$ cat src/rtl/dmem_arbiter.sv
// Round-robin arbiter and access sequencer for the shared data-memory port.
// Requester 0 is the core load/store unit, requester 1 the program/debug loader.
// Each access runs IDLE -> ISSUE (one strobe cycle) -> WAIT (MEM_LAT cycles);
// the completion pulse lands in the following IDLE cycle, so arbitration for the
// next access overlaps it. Every output is a flop.
module dmem_arbiter #(
    parameter int unsigned MEM_LAT = 1
) (
    input  logic        clk,
    input  logic        rst,
    input  logic        r0_req,
    input  logic        r0_we,
    input  logic [31:0] r0_addr,
    input  logic [31:0] r0_wdata,
    input  logic [2:0]  r0_type,
    input  logic        r1_req,
    input  logic        r1_we,
    input  logic [31:0] r1_addr,
    input  logic [31:0] r1_wdata,
    input  logic [2:0]  r1_type,
    output logic        r0_gnt,
    output logic        r1_gnt,
    output logic        r0_done,
    output logic        r1_done,
    output logic [31:0] r0_rdata,
    output logic [31:0] r1_rdata,
    output logic        mem_R_en,
    output logic        mem_W_en,
    output logic [31:0] mem_addr,
    output logic [31:0] mem_wdata,
    output logic [2:0]  mem_RW_type,
    input  logic [31:0] mem_rdata
);

    typedef enum logic [1:0] {IDLE, ISSUE, WAIT} state_t;

    localparam logic [2:0] CNT_INIT = 3'(MEM_LAT - 1);

    state_t      state_q, state_n;
    logic        sel_q, sel_n;
    logic        last_q, last_n;
    logic        we_q, we_n;
    logic [2:0]  cnt_q, cnt_n;
    logic        win;

    logic        r0_gnt_n, r1_gnt_n, r0_done_n, r1_done_n;
    logic        mem_R_en_n, mem_W_en_n;
    logic [31:0] r0_rdata_n, r1_rdata_n, mem_addr_n, mem_wdata_n;
    logic [2:0]  mem_RW_type_n;

    // Next-state and next-output computation; outputs are registered below so
    // gnt/strobe appear in the ISSUE cycle and done in the cycle after WAIT ends.
    always_comb begin
        state_n       = state_q;
        sel_n         = sel_q;
        last_n        = last_q;
        we_n          = we_q;
        cnt_n         = cnt_q;
        r0_gnt_n      = 1'b0;
        r1_gnt_n      = 1'b0;
        r0_done_n     = 1'b0;
        r1_done_n     = 1'b0;
        mem_R_en_n    = 1'b0;
        mem_W_en_n    = 1'b0;
        r0_rdata_n    = r0_rdata;
        r1_rdata_n    = r1_rdata;
        mem_addr_n    = mem_addr;
        mem_wdata_n   = mem_wdata;
        mem_RW_type_n = mem_RW_type;
        // r1 wins when alone, or on a tie when r0 won most recently
        win           = r1_req & (~r0_req | ~last_q);

        case (state_q)
            IDLE: begin
                if (r0_req || r1_req) begin
                    sel_n         = win;
                    last_n        = win;
                    we_n          = win ? r1_we : r0_we;
                    mem_addr_n    = win ? r1_addr : r0_addr;
                    mem_wdata_n   = win ? r1_wdata : r0_wdata;
                    mem_RW_type_n = win ? r1_type : r0_type;
                    mem_R_en_n    = ~(win ? r1_we : r0_we);
                    mem_W_en_n    = win ? r1_we : r0_we;
                    r0_gnt_n      = ~win;
                    r1_gnt_n      = win;
                    state_n       = ISSUE;
                end
            end
            ISSUE: begin
                cnt_n   = CNT_INIT;
                state_n = WAIT;
            end
            WAIT: begin
                if (cnt_q == 3'd0) begin
                    state_n   = IDLE;
                    r0_done_n = ~sel_q;
                    r1_done_n = sel_q;
                    if (!we_q) begin
                        if (sel_q) r1_rdata_n = mem_rdata;
                        else       r0_rdata_n = mem_rdata;
                    end
                end else begin
                    cnt_n = cnt_q - 3'd1;
                end
            end
            default: state_n = IDLE;
        endcase
    end

    // State and output registers; reset abandons any access in flight.
    always_ff @(posedge clk or posedge rst) begin
        if (rst) begin
            state_q     <= IDLE;
            sel_q       <= 1'b0;
            last_q      <= 1'b1;
            we_q        <= 1'b0;
            cnt_q       <= '0;
            r0_gnt      <= 1'b0;
            r1_gnt      <= 1'b0;
            r0_done     <= 1'b0;
            r1_done     <= 1'b0;
            r0_rdata    <= '0;
            r1_rdata    <= '0;
            mem_R_en    <= 1'b0;
            mem_W_en    <= 1'b0;
            mem_addr    <= '0;
            mem_wdata   <= '0;
            mem_RW_type <= '0;
        end else begin
            state_q     <= state_n;
            sel_q       <= sel_n;
            last_q      <= last_n;
            we_q        <= we_n;
            cnt_q       <= cnt_n;
            r0_gnt      <= r0_gnt_n;
            r1_gnt      <= r1_gnt_n;
            r0_done     <= r0_done_n;
            r1_done     <= r1_done_n;
            r0_rdata    <= r0_rdata_n;
            r1_rdata    <= r1_rdata_n;
            mem_R_en    <= mem_R_en_n;
            mem_W_en    <= mem_W_en_n;
            mem_addr    <= mem_addr_n;
            mem_wdata   <= mem_wdata_n;
            mem_RW_type <= mem_RW_type_n;
        end
    end

endmodule

$ cat config.mk
export PLATFORM = sky130hd
export DESIGN_NAME = dmem_arbiter
export DESIGN_NICKNAME = d
export VERILOG_FILES = /design/src/rtl/dmem_arbiter.sv
export SDC_FILE = /design/constraint.sdc
export NUM_CORES = 1
export LEC_CHECK = 0
export ABC_AREA = 1
export CORE_MARGIN = 8
export CORE_UTILIZATION = 46
export CTS_BUF_LIST = sky130_fd_sc_hd__clkbuf_8
export DETAILED_ROUTE_END_ITERATION = 8
export PLACE_DENSITY = 0.85
export SLEW_MARGIN = 20
export SYNTH_ARGS = -nofsm -noshare
export SYNTH_HDL_FRONTEND = slang
export SYNTH_SLANG_ARGS = --single-unit
$ cat constraint.sdc
create_clock -name clk -period 16.3 [get_ports clk]
set_input_delay 4.89 -clock clk [delete_from_list [all_inputs] [get_ports clk]]
set_output_delay 4.89 -clock clk [all_outputs]
set_load 0.05 [all_outputs]
Word-level counts from Yosys, hierarchy flattened
Cells that the tools add are included.
{ "totals": {"input_bits": 172, "regBits": 145, "out_inout_bits": 137} }
{ "classes": {"add_sub_neg": 1, "n_reduce_logical": 9, "muxes": 21, "bitwise": 8, "n_eq_ne": 5} }
{ "op_table": {"columns": ["cell", "n"], "rows": [
  ["$mux 32", 2],
  ["$mux 1", 13],
  ["$reduce_and 4->1", 2],
  ["$mux 3", 2],
  ["$ne 2x2->1 const B", 3],
  ["$not 1->1", 6],
  ["$pmux 2 s3", 1],
  ["$pmux 3 s2", 1],
  ["$reduce_and 2->1", 3],
  ["$mux 2", 2],
  ["$logic_not 3->1", 1],
  ["$sub 3x1->3 const B", 1],
  ["$eq 2x1->1 const B", 1],
  ["$eq 2x2->1 const B", 1],
  ["$logic_not 2->1", 1],
  ["$reduce_bool 2->1", 1],
  ["$and 1x1->1", 1],
  ["$logic_or 1x1->1", 1],
  ["$or 1x1->1", 1]
]} }

Longest topological paths before layout
Gate-level depths: netlist of run 1.
{ "logic_depth": {"ltp_word": 7, "depth_mapped": 8, "mapped_depth_nobuf": 7} }

Worst setup path before layout of run 1
Ideal clock, no wire load.
{ "synth_path": {"kind": "input to register", "from": "input r1_req", "to": "register mem_wdata[10]", "slack_ps": 10644, "arrival_time_ps": 5538, "stages": 7, "required_ps": 16182, "cell_sequence": "buf_4 buf_4 buf_4 nand3_1 nand2_1 nand2_1 nand2_1"} }
{ "synth_between": {"elab_chain_len": 2, "elab_cells_between_ends": 4} }
{ "synth_lines": {"columns": ["element", "line_no", "source"], "rows": [
  ["start, declared", "16", "input logic r1_req,"],
  ["$and 1x1->1 / $logic_or 1x1->1 (equally long branches)", "71, 75", null],
  ["$mux 32 / $reduce_and 2->1 (equally long branches)", null, null],
  ["end signal, assigned", "144", "mem_wdata <= mem_wdata_n;"],
  ["end, declared", "30", "output logic [31:0] mem_wdata,"]
]} }
Parallel ways exist; a longest one is shown, timed or not.
A chain may end at the register's enable or synchronous reset.

Worst setup path in the final report of run 1
{ "layout_path": {"from": "input r0_req", "to": "register we_q"} }
{ "layout_between": {"elab_chain_len": 4, "elab_cells_between_ends": 6} }
{ "layout_lines": {"columns": ["element", "line_no", "source"], "rows": [
  ["start, declared", "11", "input logic r0_req,"],
  ["$not 1->1", "71", "win = r1_req & (~r0_req | ~last_q);"],
  ["$or 1x1->1", "71", null],
  ["$and 1x1->1", "71", null],
  ["$mux 1", "78", "we_n = win ? r1_we : r0_we;"],
  ["end signal, assigned", "133", "we_q <= we_n;"],
  ["end, declared", "42", "logic we_q, we_n;"]
]} }
Parallel ways exist; a longest one is shown, timed or not.

==> metrics.md, run 1 <==
| Metric | Value |
|---|---|
| Synth unique cells | `20` |
| Initial core utilization | `46.6%` |
| Commonest non-fill, non-tap cell in the layout | `nand2_1` |
| Sequential area share after synthesis | `54.2%` |
| Max-cap violations | `0` |
| Syn nets | `1024` |
| Gate count after technology mapping | `850` |
| Comb power frac | `59.9%` |
| Met1 wire length | `8.53 mm` |
| Final Max Tran Viols | `0` |
| Resized Gates After CTS | `0` |
| Max layer used | `met5` |
| PwrDens | `225 nW/um2` |
| Worst Setup End Kind | `register` |
| Clk buf depth | `2` |
| Worst path bufs/invs | `3` |
| Synth warn | `0` |
| Measured slew at the worst slew-check pin | `0.816 ns` |
| Slew headroom | `45.6%` |
| CP peak stage delay | `0.56 ns` |
| Sw frac | `52.1%` |
| Detailed Routing Iterations Pass 1 | `6` |
| Chip height | `137 um` |
| CTS tree | `yes` |
| Clock share of power | `12.3%` |
| CTS Sinks | `145` |
| Placed Cells | `1296` |
| Final net count | `1305` |
| Largest net degree at the start of global routing | `92` |
| Synth Register Bits | `145` |
| Footprint of the multi-input gates | `2640 um2` |
| First-pass GRT wire length | `35.6 mm` |
| Grt ovf | `0` |
| Num CTS Buffers | `17` |
| Wirelength per Cell | `17.5 um` |
| Outcome | `completed` |
| Clock Root Buffer | `clkbuf_8` |
| Row cnt | `44` |
| Vias per Instance | `5.07` |
| Met2 routed WL | `11.1 mm` |
| FF/Latch Area | `3630 um2` |
| Hold buffer count at CTS | `0` |
| Crit Path Category | `in -> reg` |
| Fill count | `1167` |
| Clock transition at path regs | `0.08 ns` |
| Req. time, crit path | `16.63 ns` |
| # H-tree levels | `4` |
| Core Box Area | `14400 um2` |
| Port bufs | `308` |
| Commonest cells after routing, fill and taps aside | `nand2_1 (478), clkdlybuf4s50_1 (307), dfrtp_1 (144), nand3_1 (135), clkbuf_8 (20)` |
| NetSw | `0.00118 W` |
| Die area | `18700 um2` |
| Skew-Pair Late Insertion Delay | `0.44 ns` |
| HP Class | `reg -> reg` |
| Final Core Density | `70.3%` |
| DRC violations left | `0` |
| Mapped Area | `6700 um2` |
| DRT iter0 DRCs | `381` |
| Fmax | `145 MHz` |
| LEAKAGE | `5.10 nW` |
| Post-layout min period | `6.91 ns` |
| P&R area growth vs syn | `50.7%` |
| RSZ-0062 raised after global routing | `no` |
| Slowest cell on crit path | `buf_4` |
| Overall Global Routing Usage | `24.6%` |
| Die width | `137 um` |
| Critical Path AT | `7.24 ns` |
| Peak supply drop | `0.127 mV` |
| Initial antenna violation count | `1` |
| Power Internal | `0.00109 W` |
| Crit path max fanout | `71` |
| Post-CTS setup buffers | `0` |
| Most common cell on crit path | `nand2_1` |
| Metal3 WL | `2.86 mm` |
| Crit path max-delay family | `buffers and inverters` |
| Period utilization | `42.4%` |
| Post-Layout Cell Count | `1328` |
| Reg power frac | `27.8%` |
| DRT Wirelength | `23.3 mm` |
| GP Congestion | `0.849` |
| Io pins | `309` |
| Hpwl dp | `17.0 mm` |
| Synthesized area per cell | `7.88 um2` |
| Setup-failing EPs final | `0` |
| ANT cells | `0` |
| Layout cells sized above 1 | `4.98%` |
| Skew final | `0.0131 ns` |
| Number of routed nets with antenna violations | `0` |
| Worst reg2reg setup slack | `13.86 ns` |
| Worst-path cell chain | `clkdlybuf4s50_1 > nor2_2 > nor2_4 > buf_4 > inv_4 > nand2_1 > nand2_1` |
| Setup TNS | `0 ns` |
| CP Launch Type | `primary input` |
| Vias in the first global route | `6702` |
| Routed vias | `6737` |
| Fin. Hold Viols | `0` |
-- layer usage --
metal	vias up	GRT usage, %
met5	-	0
met3	53	9.62
met1	3119	28.4
met2	352	40.0
met4	2	10.2
li1	3211	-
-- cells by family after synthesis --
logic type	count (synthesis)	synth area share (%)
simple gates	630	38.7
flops	145	54.2
buf+inv	70	6.44
compound gates	2	0.149
fa+ha+maj	2	0.373
xor+xnor	1	0.131
-- area by class of cell --
| cell class | count | area share [%] |
|---|---|---|
| inverters | 16 | 0.669 |
| clock buffers | 20 | 2.73 |
| well taps | 184 | 2.28 |
| flip-flops and latches | 145 | 35.9 |
| clock inverters | 12 | 1.16 |
| repair buffers | 316 | 31.1 |
| multi-input cells | 635 | 26.1 |
-- worst min-delay path, cell delays in order, from the launching register on --
cell	delay [ns]
dfrtp_1	0.35
nand2_1	0.05
nand2_1	0.05
-- cells in the mapped netlist --
cell	number	area share, %
a21oi_1	1	0.075
buf_2	25	1.9
buf_4	12	1.3
buf_6	12	2.0
clkbuf_1	5	0.28
dfrtp_1	144	54
dfstp_2	1	0.39
ha_1	2	0.37
inv_1	12	0.67
inv_2	3	0.17
inv_4	1	0.093
nand2_1	478	27
nand2_2	6	0.56
nand3_1	135	10
nand3b_1	1	0.11
nor2_1	3	0.17
nor2_2	2	0.19
nor2_4	5	0.84
o21ai_1	1	0.075
xor2_1	1	0.13
-- per-stage QoR --
step                hold WS (ns)  power (W)  area [um2]  setup slack (ns)
global placement           0.453    0.00198        9700              8.98
floorplan                  0.448    0.00153        6700              7.52
CTS                        0.477    0.00228       10100              9.42
finish                     0.473    0.00227       10100              9.39
global route               0.486    0.00239       10100              9.22
detailed placement         0.457    0.00200        9700              8.92
-- final timing paths --
kind	start	end	cells past startpoint
setup reg to reg	state_q[0]$_DFFE_PP0P_	we_q$_DFFE_PP0P_	7
min in group asynchronous	rst	mem_wdata[30]$_DFFE_PP0P_	2
setup / recovery	r0_req	we_q$_DFFE_PP0P_	7
hold reg to reg	r0_rdata[19]$_DFFE_PP0P_	r0_rdata[19]$_DFFE_PP0P_	2
max in group asynchronous	rst	mem_addr[5]$_DFFE_PP0P_	3
hold / removal	r0_rdata[19]$_DFFE_PP0P_	r0_rdata[19]$_DFFE_PP0P_	2
-- registers in the layout, summed over array words and instances, names as in the netlist --
| signal | count |
|---|---|
| r1_gnt | 1 |
| mem_W_en | 1 |
| r1_done | 1 |
| mem_RW_type | 3 |
| r0_done | 1 |
| r0_rdata | 32 |
| r1_rdata | 32 |
| mem_wdata | 32 |
| sel_q | 1 |
| cnt_q | 3 |
| mem_addr | 32 |
| state_q | 2 |
| we_q | 1 |
| last_q | 1 |
| mem_R_en | 1 |
| r0_gnt | 1 |
-- power groups by stage --
stage	clock network (W)	registers, W	logic (W)
after floorplan	0	0.00119	0.000340
after detailed placement	0	0.000630	0.00137
after CTS	0.000285	0.000629	0.00137
final	0.000279	0.000631	0.00136
after global placement	0	0.000629	0.00135
after global routing	0.000300	0.000650	0.00144
(Power assumes the default switching activity.)
==> inputs of run 2 (changes only) <==
- CORE_UTILIZATION: 46 -> 43
- PLACE_DENSITY: 0.85 -> 0.8
- clock period: 16.3 -> 6.75 ns (I/O delays scaled with it)
==> run 2 against run 1 <==
Compared with the run above: via count decreased by 2.0%; critical path depth decreased by 1; sequential power increased by 140%.
==> metrics.md, run 2 (synthesis gave the netlist of run 1 again) <==
| Metric | Value |
|---|---|
| Peak supply drop | `0.303 mV` |
| Clock transition at path regs | `0.07 ns` |
| Period utilization | `54.9%` |
| Setup-failing EPs final | `0` |
| Crit path max fanout | `71` |
| Final net count | `1306` |
| Place WS | `2.60 ns` |
| Req. time, crit path | `7.07 ns` |
| Initial core utilization | `44.1%` |
| GRT busiest layer | `met2` |
| DRT iter0 DRCs | `423` |
| First-pass GRT wire length | `36.2 mm` |
| CP Launch Type | `primary input` |
| Number of routed nets with antenna violations | `0` |
| Post-Layout Cell Count | `1334` |
| Port bufs | `308` |
| Row cnt | `45` |
| Vias in the first global route | `6635` |
| Die width | `141 um` |
| Overall Global Routing Usage | `23.3%` |
| Chip height | `141 um` |
| HP Class | `reg -> reg` |
| # H-tree levels | `4` |
| Setup WS post-layout | `3.04 ns` |
| CTS Sinks | `145` |
| CP startpoint | `r0_req` |
| Worst Setup End Kind | `register` |
| Fill count | `1279` |
| Worst hold start | `r0_rdata[25]$_DFFE_PP0P_` |
| Slew headroom | `38.9%` |
| Largest net degree at the start of global routing | `104` |
| DRC violations left | `0` |
| Fin. Hold Viols | `0` |
| Grt ovf | `0` |
| LEAKAGE | `5.12 nW` |
| WHS Path Cells | `2` |
| Hold path endpoint | `r0_rdata[25]$_DFFE_PP0P_` |
| Measured slew at the worst slew-check pin | `0.917 ns` |
| Clk buf depth | `2` |
| GP Congestion | `0.800` |
| Hold buffer count at CTS | `0` |
| Commonest non-fill, non-tap cell in the layout | `nand2_1` |
| Reg2Reg Launch Point | `state_q[0]$_DFFE_PP0P_` |
| Worst reg2reg setup slack | `4.58 ns` |
| Core Box Area | `15200 um2` |
| Routed vias | `6602` |
| Vias per Instance | `4.95` |
| Num CTS Buffers | `17` |
| Met2 Track Usage GR | `38.7%` |
| Post-route cell area | `10200 um2` |
| Placed Cells | `1301` |
| Reg2Reg Depth | `6` |
| Hpwl dp | `16.8 mm` |
| Placed Instance Area | `9720 um2` |
| Resized Gates After CTS | `0` |
| DRT Wirelength | `23.1 mm` |
| Max-cap violations | `0` |
| P&R area growth vs syn | `51.6%` |
| GR Util met1 | `27.6%` |
| Setup TNS | `0 ns` |
| Layout cells sized above 1 | `5.07%` |
| RSZ-0062 raised after global routing | `no` |
| Die area | `19800 um2` |
| Commonest cells after routing, fill and taps aside | `nand2_1 (478), clkdlybuf4s50_1 (307), dfrtp_1 (144), nand3_1 (135), clkbuf_8 (20)` |
| Detailed Routing Iterations Pass 1 | `5` |
| Crit Path Category | `in -> reg` |
| Outcome | `completed` |
| Clock Root Buffer | `clkbuf_8` |
| Post-layout min period | `3.71 ns` |
| Post-CTS setup buffers | `0` |
| CTS tree | `yes` |
| Wirelength per Cell | `17.3 um` |
| Skew-Pair Late Insertion Delay | `0.44 ns` |
| Global Route met3 Usage | `8.85%` |
| Final Max Tran Viols | `0` |
| Critical Path AT | `4.03 ns` |
| Hold WS | `0.471 ns` |
| PwrDens | `546 nW/um2` |
| Io pins | `309` |
| Skew final | `0.0108 ns` |
| Fmax | `270 MHz` |
| Initial antenna violation count | `4` |
| RR Endpoint | `mem_addr[21]$_DFFE_PP0P_` |
run 2: cell types whose count changed in the layout (fill, tap and decap cells not counted), sizes merged:
cell,delta
clkinv,-3
bufinv,+2
diode,+2
buf,+1
clkinvlp,+1
inv,-1
run 2: stage by stage:
| stage | util (%) | total power (W) |
|---|---|---|
| detailed placement | 63.9 | 0.00483 |
| finish | 66.8 | 0.00555 |
| floorplan | - | 0.00369 |
| CTS | 66.8 | 0.00559 |
| global route | 66.8 | 0.00585 |
| global placement | 63.9 | 0.00478 |
run 2: final cells by class:
cell class / instances / area [um2] / area share (%)
timing repair buffer: 317 / 3150 / 31.0
clock inverter: 11 / 163 / 1.60
antenna: 2 / 5.00 / 0.0493
clock buffer: 20 / 275 / 2.71
multi-input combinational: 635 / 2640 / 26.0
sequential: 145 / 3630 / 35.7
tap: 188 / 235 / 2.32
inverter: 16 / 67.6 / 0.665
run 2: worst max path at each step:
stage	to	slack, ns	cells after the start
6_report	mem_addr[21]$_DFFE_PP0P_	3.04	6
5_1_grt	mem_RW_type[2]$_DFFE_PP0P_	2.81	6
4_1_cts	mem_wdata[19]	2.99	1
3_5_place_dp	mem_addr[21]$_DFFE_PP0P_	2.60	6
3_3_place_gp	mem_wdata[18]$_DFFE_PP0P_	2.62	6
2_1_floorplan	cnt_q[0]$_DFFE_PP0P_	0.83	1
run 2: layer usage:
metal	share of wire (%)	wire length, um
met5	0.19	43
met4	1.5	354
met3	10	2400
met2	49	11200
met1	39	9080
run 2: worst max-delay path, cell delays in order:
cell and delay (ns):
clkdlybuf4s50_1 0.51, nor2_2 0.07, nor2_4 0.67, inv_4 0.46
nand2_1 0.18, nand2_1 0.07
run 2: power breakdown:
part	internal (W)	switching [W]	total (W)
combinational	0.000996	0.00229	0.00328
clock	0.000428	0.000318	0.000745
sequential	0.00128	0.000240	0.00152
total	0.00270	0.00284	0.00555
==> inputs of run 3 (changes only) <==
- CORE_UTILIZATION: 43 -> 39
- PLACE_DENSITY: 0.8 -> 0.76
- clock period: 6.75 -> 3.04 ns (I/O delays scaled with it)
==> run 3 against run 2 <==
Compared with the run above: sequential share of layout area shrank 0.53 points; first-iteration DRC count shrank 24%; global-route usage shrank 2.1 points; highest routed layer unchanged.
==> metrics.md, run 3 (synthesis gave the netlist of run 1 again) <==
| Metric | Value |
|---|---|
| Outcome | `completed` |
| Row cnt | `48` |
| CP peak stage delay | `0.88 ns` |
| Initial antenna violation count | `2` |
| DRT iter0 DRCs | `321` |
| Crit path max-delay family | `buffers and inverters` |
| Peak supply drop | `0.671 mV` |
| Wirelength per Cell | `16.6 um` |
| Final net count | `1314` |
| Vias in the first global route | `6825` |
| GP Congestion | `0.847` |
| Measured slew at the worst slew-check pin | `0.661 ns` |
| Io pins | `309` |
| Setup TNS | `0 ns` |
| Fin. Hold Viols | `0` |
| PwrDens | `1200 nW/um2` |
| Overall Global Routing Usage | `21.2%` |
| CTS Sinks | `145` |
| Core Box Area | `17100 um2` |
| Layout cells sized above 1 | `5.98%` |
| Crit Path Category | `reg -> out` |
| DRT Wirelength | `22.9 mm` |
| Worst path bufs/invs | `1` |
| Port bufs | `308` |
| First-pass GRT wire length | `36.8 mm` |
| Worst Setup End Kind | `output pin` |
| Fmax | `386 MHz` |
| Hold buffer count at CTS | `0` |
| Period utilization | `85.3%` |
| Skew-Pair Late Insertion Delay | `0.44 ns` |
| CTS tree | `yes` |
| Initial core utilization | `39.3%` |
| Max-cap violations | `0` |
| Slew headroom | `55.8%` |
| Post-Layout Cell Count | `1379` |
| Worst-path cell chain | `clkdlybuf4s50_1` |
| Crit path max fanout | `2` |
| Resized Gates After CTS | `0` |
| LEAKAGE | `5.16 nW` |
| P&R area growth vs syn | `53.9%` |
| Clk buf depth | `2` |
| Grt ovf | `0` |
| RSZ-0062 raised after global routing | `no` |
| Chip height | `147 um` |
| Worst reg2reg setup slack | `1.17 ns` |
| Critical Path AT | `1.68 ns` |
| Setup-failing EPs final | `0` |
| Post-layout min period | `2.59 ns` |
| Hpwl dp | `16.9 mm` |
| Routed vias | `6584` |
| Commonest cells after routing, fill and taps aside | `nand2_1 (478), clkdlybuf4s50_1 (307), dfrtp_1 (144), nand3_1 (135), clkbuf_8 (18)` |
| Post-CTS setup buffers | `0` |
| Commonest non-fill, non-tap cell in the layout | `nand2_1` |
| Slowest cell on crit path | `clkdlybuf4s50_1` |
| HP Class | `reg -> reg` |
| CP Launch Type | `register` |
| Skew final | `0.0146 ns` |
| Clock transition at path regs | `0.08 ns` |
| Num CTS Buffers | `17` |
| Die width | `147 um` |
| Number of routed nets with antenna violations | `0` |
| Detailed Routing Iterations Pass 1 | `5` |
| Clock Root Buffer | `clkbuf_8` |
| Final Max Tran Viols | `0` |
| Req. time, crit path | `2.13 ns` |
| Placed Cells | `1346` |
| DRC violations left | `0` |
| # H-tree levels | `4` |
| Vias per Instance | `4.77` |
| Largest net degree at the start of global routing | `66` |
| Die area | `21600 um2` |
## run 3: worst reg2reg max path, stage by stage (launching register included)
cell and delay, ns:
dfrtp_1 0.42, inv_1 0.12, nor2_4 0.09, buf_4 0.35, nand2_2 0.49, nand2_1 0.22, nand2_1 0.06
## run 3: routing by layer
| metal | share of wire, % | global-route usage [%] |
|---|---|---|
| met1 | 39 | 25.5 |
| met2 | 47 | 33.9 |
| met3 | 12 | 8.21 |
| met4 | 1.7 | 7.55 |
| met5 | 0.057 | 0 |
## run 3: final cells by class
type	instances	area [um2]
Sequential cell	145	3630
Clock inverter	14	203
Multi-Input combinational cell	635	2640
Inverter	16	66.3
Antenna cell	1	2.50
Clock buffer	18	248
Timing Repair Buffer	325	3240
Tap cell	225	282
Fill cell	1573	6740
## run 3: final timing paths
path                       depth (start not counted)                       to                      start
max                                                1            mem_wdata[19]  mem_wdata[19]$_DFFE_PP0P_
min                                                2  r1_rdata[3]$_DFFE_PP0P_    r1_rdata[3]$_DFFE_PP0P_
max reg2reg                                        6  r1_rdata[1]$_DFFE_PP0P_          sel_q$_DFFE_PP0P_
min reg2reg                                        2  r1_rdata[3]$_DFFE_PP0P_    r1_rdata[3]$_DFFE_PP0P_
max in group asynchronous                          3       last_q$_DFFE_PP1P_                        rst
min in group asynchronous                          2         r0_gnt$_DFF_PP0_                        rst
## run 3: power by group
part           leakage (nW)  switching (W)  internal (W)  total [W]
sequential             1.80       0.000526       0.00284    0.00337
combinational          3.14        0.00507       0.00228    0.00735
clock                 0.218       0.000778      0.000929    0.00171
## run 3: per-stage QoR
step           utilization (%)  power [W]  worst slack [ns]  cell area [um2]  hold WS, ns
5_1_grt                   60.5     0.0131             0.375            10300        0.495
6_report                  60.5     0.0124             0.447            10300        0.475
3_3_place_gp              57.8     0.0107             0.627             9860        0.453
4_1_cts                   60.4     0.0126             0.389            10300        0.479
2_1_floorplan                -    0.00818             0.310             6700        0.448
3_5_place_dp              57.8     0.0108             0.580             9860        0.457
